<file path="config.mk">
export PLATFORM = sky130hd
export DESIGN_NAME = jump_redirect_ctrl
export DESIGN_NICKNAME = d
export VERILOG_FILES = /design/src/rtl/jctrl_pkg.sv /design/src/rtl/jump_redirect_ctrl_ras.sv /design/src/rtl/jump_redirect_ctrl.sv
export SDC_FILE = /design/constraint.sdc
export NUM_CORES = 1
export LEC_CHECK = 0
export CORE_UTILIZATION = 37
export CTS_BUF_LIST = sky130_fd_sc_hd__clkbuf_4 sky130_fd_sc_hd__clkbuf_8 sky130_fd_sc_hd__clkbuf_16
export CTS_CLUSTER_SIZE = 40
export DETAILED_ROUTE_END_ITERATION = 12
export PLACE_DENSITY = 0.84
export SLEW_MARGIN = 0
export SYNTH_ARGS = -nofsm -noshare
export SYNTH_HDL_FRONTEND = slang
export SYNTH_HIERARCHICAL = 1
export SYNTH_SLANG_ARGS = --single-unit
</file>
<file path="constraint.sdc">
create_clock -name clk -period 4.2 [get_ports clk]
set_clock_uncertainty 0.2 [all_clocks]
set_input_delay 0.84 -clock clk [delete_from_list [all_inputs] [get_ports clk]]
set_output_delay 0.84 -clock clk [all_outputs]
set_load 0.02 [all_outputs]
</file>
<file path="src/rtl/jctrl_pkg.sv">
// Shared types and constants for the jump/redirect controller.
// Holds the FSM state enum, the jmp_type encodings, the JR decode constant
// and the cause encoding, plus the decode helper used by the top level.
package jctrl_pkg;

    // Controller FSM states; IDLE must encode to zero so reset lands there.
    typedef enum logic [1:0] {
        ST_IDLE     = 2'b00,
        ST_REDIRECT = 2'b01,
        ST_FLUSH    = 2'b10
    } state_e;

    // Encodings of the jmp_type field from the main decoder; 2'b11 is
    // reserved and behaves like NONE.
    typedef enum logic [1:0] {
        JMP_NONE = 2'b00,
        JMP_J    = 2'b01,
        JMP_JAL  = 2'b10
    } jmp_type_e;

    // {ula_opcode, func} pattern that identifies a JR instruction.
    localparam logic [5:0] JR_DECODE = 6'b000000;

    // Why a redirect was taken.
    typedef enum logic [1:0] {
        CAUSE_NONE = 2'b00,
        CAUSE_JR   = 2'b01,
        CAUSE_J    = 2'b10,
        CAUSE_JAL  = 2'b11
    } cause_e;

    // Classify the instruction in decode; JR wins over whatever jmp_type says.
    function automatic cause_e decode_cause(
        input logic [1:0] ula_opcode,
        input logic [3:0] func,
        input logic [1:0] jmp_type
    );
        cause_e c;
        c = CAUSE_NONE;
        if ({ula_opcode, func} == JR_DECODE) begin
            c = CAUSE_JR;
        end else if (jmp_type == JMP_J) begin
            c = CAUSE_J;
        end else if (jmp_type == JMP_JAL) begin
            c = CAUSE_JAL;
        end
        return c;
    endfunction

endpackage

</file>
<file path="src/rtl/jump_redirect_ctrl_ras.sv">
// jctrl_ras: circular return-address stack.
// Push writes at the pointer and advances it; pushing when full wraps and
// overwrites the oldest entry while the count stays at RAS_DEPTH.
// Pop steps the pointer back; popping an empty stack changes nothing.
// Only instantiated when JCTRL_RAS_EN is defined.
module jctrl_ras #(
    parameter int ADDR_W    = 8,
    parameter int RAS_DEPTH = 4
) (
    input  logic              clk,
    input  logic              reset,
    input  logic              push,
    input  logic              pop,
    input  logic [ADDR_W-1:0] din,
    output logic [ADDR_W-1:0] top,
    output logic              empty,
    output logic              full
);

    localparam int PTR_W = $clog2(RAS_DEPTH);
    localparam int CNT_W = $clog2(RAS_DEPTH + 1);
    localparam logic [CNT_W-1:0] CNT_MAX = CNT_W'(RAS_DEPTH);

    logic [ADDR_W-1:0] mem [RAS_DEPTH];
    logic [PTR_W-1:0]  ptr;
    logic [CNT_W-1:0]  count;
    logic [PTR_W-1:0]  top_idx;

    // Top of stack sits one slot behind the write pointer.
    always_comb begin
        top_idx = ptr - 1'b1;
        top     = mem[top_idx];
        empty   = (count == '0);
        full    = (count == CNT_MAX);
    end

    // Pointer, occupancy and storage update on push/pop; reset empties the stack.
    always_ff @(posedge clk or posedge reset) begin
        if (reset) begin
            ptr   <= '0;
            count <= '0;
            for (int i = 0; i < RAS_DEPTH; i++) begin
                mem[i] <= '0;
            end
        end else if (push) begin
            mem[ptr] <= din;
            ptr      <= ptr + 1'b1;
            if (count != CNT_MAX) begin
                count <= count + 1'b1;
            end
        end else if (pop && (count != '0)) begin
            ptr   <= ptr - 1'b1;
            count <= count - 1'b1;
        end
    end

endmodule

</file>
<file path="src/rtl/jump_redirect_ctrl.sv">
// jump_redirect_ctrl: registered jump/redirect controller.
// Accepts JR (decoded from {ula_opcode, func}) and J/JAL (from jmp_type),
// issues a one-cycle redirect, holds flush for FLUSH_CYCLES cycles and
// produces the JAL link write. Every output comes straight from a flop.
// Optional feature macro: JCTRL_RAS_EN adds a return-address stack that
// flags JR targets not matching the last pushed JAL return address.
module jump_redirect_ctrl
    import jctrl_pkg::*;
#(
    parameter int ADDR_W       = 8,
    parameter int FLUSH_CYCLES = 1,
    parameter int RAS_DEPTH    = 4
) (
    input  logic              clk,
    input  logic              reset,
    input  logic              valid_in,
    input  logic              stall_in,
    input  logic [1:0]        ula_opcode,
    input  logic [3:0]        func,
    input  logic [1:0]        jmp_type,
    input  logic [ADDR_W-1:0] jump_target,
    input  logic [ADDR_W-1:0] rs_value,
    input  logic [ADDR_W-1:0] pc_plus1,
    output logic              redirect,
    output logic [ADDR_W-1:0] redirect_pc,
    output logic              flush,
    output logic              busy,
    output logic              JR_control,
    output logic              link_we,
    output logic [ADDR_W-1:0] link_data,
    output logic              ras_miss
);

    localparam int CNT_W = $clog2(FLUSH_CYCLES + 1);
    localparam logic [CNT_W-1:0] FLUSH_LOAD = CNT_W'(FLUSH_CYCLES - 1);
    localparam logic [CNT_W-1:0] CNT_ONE    = CNT_W'(1);

    state_e            state;
    logic [CNT_W-1:0]  flush_cnt;
    cause_e            cause_d;
    logic              accept;
    logic [ADDR_W-1:0] target_d;

    // Decode the instruction in decode and decide whether it is taken this cycle.
    always_comb begin
        cause_d  = decode_cause(ula_opcode, func, jmp_type);
        accept   = (state == ST_IDLE) && valid_in && !stall_in && (cause_d != CAUSE_NONE);
        target_d = (cause_d == CAUSE_JR) ? rs_value : jump_target;
    end

    // Redirect FSM; one-shot outputs live only in REDIRECT, flush/busy span the whole window.
    always_ff @(posedge clk or posedge reset) begin
        if (reset) begin
            state       <= ST_IDLE;
            flush_cnt   <= '0;
            redirect    <= 1'b0;
            redirect_pc <= '0;
            flush       <= 1'b0;
            busy        <= 1'b0;
            JR_control  <= 1'b0;
            link_we     <= 1'b0;
            link_data   <= '0;
        end else begin
            case (state)
                ST_IDLE: begin
                    if (accept) begin
                        state       <= ST_REDIRECT;
                        redirect    <= 1'b1;
                        redirect_pc <= target_d;
                        flush       <= 1'b1;
                        busy        <= 1'b1;
                        JR_control  <= (cause_d == CAUSE_JR);
                        link_we     <= (cause_d == CAUSE_JAL);
                        link_data   <= (cause_d == CAUSE_JAL) ? pc_plus1 : '0;
                    end
                end
                ST_REDIRECT: begin
                    redirect    <= 1'b0;
                    redirect_pc <= '0;
                    JR_control  <= 1'b0;
                    link_we     <= 1'b0;
                    link_data   <= '0;
                    if (FLUSH_CYCLES > 1) begin
                        state     <= ST_FLUSH;
                        flush_cnt <= FLUSH_LOAD;
                    end else begin
                        state <= ST_IDLE;
                        flush <= 1'b0;
                        busy  <= 1'b0;
                    end
                end
                ST_FLUSH: begin
                    if (flush_cnt <= CNT_ONE) begin
                        state     <= ST_IDLE;
                        flush_cnt <= '0;
                        flush     <= 1'b0;
                        busy      <= 1'b0;
                    end else begin
                        flush_cnt <= flush_cnt - 1'b1;
                    end
                end
                default: begin
                    state     <= ST_IDLE;
                    flush_cnt <= '0;
                    flush     <= 1'b0;
                    busy      <= 1'b0;
                end
            endcase
        end
    end

`ifdef JCTRL_RAS_EN
    logic              ras_push;
    logic              ras_pop;
    logic              ras_empty;
    logic              unused_ras_full;
    logic [ADDR_W-1:0] ras_top;
    logic              ras_miss_q;

    // JAL pushes its return address, JR pops the prediction it is checked against.
    always_comb begin
        ras_push = accept && (cause_d == CAUSE_JAL);
        ras_pop  = accept && (cause_d == CAUSE_JR);
    end

    jctrl_ras #(
        .ADDR_W    (ADDR_W),
        .RAS_DEPTH (RAS_DEPTH)
    ) u_ras (
        .clk   (clk),
        .reset (reset),
        .push  (ras_push),
        .pop   (ras_pop),
        .din   (pc_plus1),
        .top   (ras_top),
        .empty (ras_empty),
        .full  (unused_ras_full)
    );

    // Miss flag is registered alongside the redirect and is only ever high in that cycle.
    always_ff @(posedge clk or posedge reset) begin
        if (reset) begin
            ras_miss_q <= 1'b0;
        end else if (ras_pop) begin
            ras_miss_q <= ras_empty || (ras_top != rs_value);
        end else begin
            ras_miss_q <= 1'b0;
        end
    end

    assign ras_miss = ras_miss_q;
`else
    assign ras_miss = 1'b0;
`endif

endmodule

</file>
# == Word level (Yosys, flattened, before mapping) ==
# Index checks and enable logic that the tools add are counted.
# totals
regBits,23
latchBits,0
ramBits,0
mem_bits_ro,0
output_inout_bits,22
word_cells,51
n_memories,0
# op_classes
addsub,1
n_mul,0
div_mod_pow,0
n_lt_le_gt_ge,1
eq_ne,8
n_shift,0
mux,22
bitwise_logic,0
reduce_logical,11
# ops
cell,n
two-way mux 8 bit,4
one-hot mux 8 bit (2 select lines),2
two-way mux 2 bit,5
one-hot mux 1 bit (2 select lines),5
== test 2 x 1 -> 1 bit (second input constant),3
== test 2 bit (second input constant),3
zero test 6 bit,1
two-way mux 1 bit,5
inequality test 2 bit (second input constant),2
one-hot mux 2 bit (2 select lines),1
AND reduction 2 bit,2
nonzero test 2 bit,2
logical AND 1 bit,3
zero test 2 bit,1
OR reduction 2 bit,1
less-or-equal comparator 1 bit (second input constant),1
zero test 1 bit,1
subtractor 1 bit (second input constant),1

# == Logic depth before layout (Yosys ltp) ==
# logic_depth
word_depth,8
depth_mapped,6
mapped_depth_nobuf,6

# == Least setup slack after synthesis ==
# OpenSTA, ideal clock, no wires.
# synth_timing
path_kind,input -> register
from,input jmp_type[0]
to,register link_data[0]
arrival_ps,2184
required_time_ps,3934
slack_ps,1750
cell_stages,6
n_path_buf,1
cell_sequence,inv_1 -> ha_1 -> nand2b_1 -> a221oi_2 -> buf_2 -> a22o_1
# synth_between
elab_chain_len,8
word_cells_on_any_way,13
classes_between,eq/ne (4); mux (6); reduce/logical (3)
# synth_rtl
element,line,source
from (decl),jump_redirect_ctrl.sv:20,"input logic [1:0] jmp_type,"
== test 2 bit,jctrl_pkg.sv:44,end else if (jmp_type == JMP_JAL) begin
two-way mux 2 bit,jctrl_pkg.sv:44,
two-way mux 2 bit *,jctrl_pkg.sv:42,end else if (jmp_type == JMP_J) begin
two-way mux 2 bit *,jctrl_pkg.sv:40,"if ({ula_opcode, func} == JR_DECODE) begin"
== test 2 bit / nonzero test 2 bit (equally long branches),"jump_redirect_ctrl.sv:74, jump_redirect_ctrl.sv:47",
two-way mux 8 bit / logical AND 1 bit (equally long branches),"jump_redirect_ctrl.sv:74, jump_redirect_ctrl.sv:47",
two-way mux 8 bit / inequality test 2 bit (equally long branches),--,
one-hot mux 8 bit (2 select lines) / AND reduction 2 bit (equally long branches),--,
to (signal assigned),jump_redirect_ctrl.sv:74,link_data <= (cause_d == CAUSE_JAL) ? pc_plus1 : '0;
to (decl),jump_redirect_ctrl.sv:30,"output logic [ADDR_W-1:0] link_data,"
# Mark *: on every way between the ends. The rest lies on a longest branch, timed or not. The select of a mux whose other input is x is not followed.
# A chain may end at the register's enable or synchronous reset.

# == Worst setup path in the final report ==
# layout_timing
from,input valid_in
to,register link_data[7]
# layout_between
elab_chain_len,5
# layout_rtl
element,line,source
from (decl),jump_redirect_ctrl.sv:16,"input logic valid_in,"
logical AND 1 bit (3 in series),jump_redirect_ctrl.sv:47,accept = (state == ST_IDLE) && valid_in && !stall_in && (cause_d != CAUSE_NONE);
inequality test 2 bit (no source line),--,
AND reduction 2 bit (no source line),--,
# No other way between the ends.

==> impl_results.md <==
* Crit path DAT at 2740 ps
* CTS Buf Count at 3
* Clk_lat worst skew at 290 ps
* Max Clock Freq at 371 MHz
* CP Capture Type: register
* R2R depth at 4
* Required time of the critical path at 4240 ps
* # diodes at 0
* Seq/Total Area, Yosys at 54.5%
* Worst-path maximum fanout at 9
* Final period util at 64.2%
* Place WS at 1190 ps
* Crit path launch type: input port
* 1st-pass router iterations at 4
* Port bufs at 56
* WL final at 2270 um
* Synth Warn # at 6
* Layout filler cell count at 185
* Number of H-tree levels at 1
* RSZ-0062 raised after global routing: no
* Tot Pwr at 0.462 mW
* Max cap viols at 0
* Core ar. at 2210 um^2
* Via density at 5.20
* Critical path type: in2reg
* CP Launch Point: valid_in
* RR Startpoint: redirect
* Mapped Area at 872 um^2
* Comb pwr share at 33.8%
* Switching share of power at 29.3%
* FF+latch count, synth at 19
* Final RePlAce weighted congestion at 0.754
* Antenna Nets Post-Route at 0
* GRT Resource Usage Total at 20.0%
* Psw at 0.135 mW
* Post-CTS Setup Bufs at 0
* Number of global-route vias before repair at 802
* HPWL after DPL at 1800 um
* Initial antenna violation count at 0
* HP Class: reg2reg
* Clock Power Share at 20.0%
* Hold Buf Count CTS at 0
* CP max stage delay at 480 ps
* CP top delay family: simple AND/OR/NAND/NOR gates
* Outcome: completed
* Die width at 50.6 um
* R2r setup slk at 2050 ps
* Synth-to-Final Area Change at 67.9%
* Slew @ Worst Pin at 692 ps
* Proportion of layout cells with a drive suffix above 1 at 7.32%
* Setup tns final at 0 ps
* Reg power frac at 46.2%
* Slew headroom at 53.8%
* CP cell instances: clkdlybuf4s50_1 -> or3b_4 -> a211oi_4 -> and2_1 -> a22o_1
* Slew Viols, Final at 0
* Maximum vdd drop at 0.175 mV
* Post-DR wirelength/cell at 15.1 um
* Reg clk slew, reported paths at 110 ps
* Post-CTS sizing at 0
* DRC at 0
* Setup violators final at 0
* Crit path time final at 2700 ps
* CP Depth at 5
* Initial DRC Count at 9
* Grt ovf at 0
* Final worst slack at 1500 ps
* Crit-path slowest cell: clkdlybuf4s50_1
* Power Dens Cells at 316 nW/um^2
* Via count at 785
* Syn avg cell area at 13.0 um^2
* Top-level I/O count at 58
* CTS tree: yes
* Leak at 0.691 nW
* Reg2reg end: link_data[7]
* Die height at 50.6 um
* Largest net degree at the start of global routing at 20
* Global-route wire length before repair at 3710 um
* Final hold slack at 314 ps
* Starting Density at 39.4%
* Mapped Nets at 104
* Cell count after synthesis at 67
* Clk root buf: clkbuf_4
* Die Area at 2560 um^2
* Clock buffer depth at 2
* P_int at 0.327 mW
* Final core utilization at 66.2%
* Fin nets at 161
* Clock Sinks at 19
* Final hold vios at 0
* Buf+Inv Stages, Crit Path at 1
* Num rows at 17
* Count of cell types in the netlist at 20
* Critical Path Sink: link_data[7]
==> sequential cells by signal, summed over array words and instances (netlist names) <==
signal and flops:
link_data 8, redirect_pc 8, JR_control 1, link_we 1, redirect 1
==> Yosys cell counts <==
library cell | count | area [um^2]
dfrtp_1 | 19 | 475
a22o_1 | 16 | 140
a21o_1 | 10 | 75.1
buf_4 | 3 | 22.5
nor2_1 | 3 | 11.3
inv_1 | 2 | 7.51
a211oi_4 | 1 | 20.0
a21oi_1 | 1 | 5.00
a221oi_2 | 1 | 15.0
a22oi_1 | 1 | 7.51
and2_1 | 1 | 6.26
buf_2 | 1 | 5.00
buf_6 | 1 | 11.3
conb_1 | 1 | 3.75
ha_1 | 1 | 12.5
nand2b_1 | 1 | 6.26
nor2b_1 | 1 | 6.26
nor4_4 | 1 | 21.3
nor4b_1 | 1 | 8.76
or3b_4 | 1 | 11.3
==> how the worst min path moves through the flow <==
stage                from          to  slack (ps)  depth (start not counted)
3_3_place_gp   JR_control  JR_control         260                          1
5_1_grt           link_we     link_we         340                          1
2_1_floorplan     link_we     link_we         390                          1
4_1_cts           link_we     link_we         320                          1
6_report       JR_control  JR_control         310                          1
3_5_place_dp      link_we     link_we         280                          1
==> metal layers <==
layer	up-vias	track usage, %	part of all wire, %
met5	-	0	0
met4	0	11.6	2.7
met3	6	1.82	3.2
met2	30	34.0	52
met1	388	24.5	42
li1	361	-	-
==> logic make-up (layout without fill, tap and decap cells) <==
group / count (synthesis) / count (layout) / synth area share (%)
compound gates: 30 / 30 / 30.1
flops: 19 / 19 / 54.5
simple gates: 9 / 9 / 8.18
buf+inv: 7 / 63 / 5.31
fa+ha+maj: 1 / 1 / 1.43
other cells: 1 / 1 / 0.430
==> cells in the final DEF (no fill, tap or decap) <==
cell type and n:
a221oi_2 1, nor4_4 1, nor2_1 3, dfrtp_1 19, nor4b_1 1, a21oi_1 1
nor2b_1 1, or3b_4 1, clkinv_2 1, a22o_1 16, ha_1 1, a21o_1 10
a211oi_4 1, clkbuf_4 3, nand2b_1 1, clkdlybuf4s50_1 56, and2_1 1, conb_1 1
inv_1 2, buf_4 1, a22oi_1 1
==> layout make-up <==
class | instances | area, um^2 | share of cell area [%]
timing repair buffer | 57 | 568 | 38.8
clock buffer | 3 | 22.5 | 1.54
tap | 28 | 35.0 | 2.39
sequential | 19 | 475 | 32.5
clock inverter | 1 | 5.00 | 0.342
inverter | 2 | 7.51 | 0.513
multi-input combinational | 41 | 350 | 23.9
==> power by group through the flow <==
| stage | clock network, mW | logic [mW] | registers [mW] |
|---|---|---|---|
| after floorplan | 0 | 0.0491 | 0.240 |
| after CTS | 0.0951 | 0.157 | 0.214 |
| after global placement | 0 | 0.153 | 0.217 |
| final | 0.0923 | 0.156 | 0.214 |
| after detailed placement | 0 | 0.157 | 0.217 |
| after global routing | 0.101 | 0.166 | 0.216 |
==> stage by stage <==
step	instance area, um^2	cells
after floorplan	872	67
after global placement	1440	147
after detailed placement	1440	147
after CTS	1460	151
after global routing	1460	151
final	1460	151
Note: power is estimated with default switching activity, not from simulation.
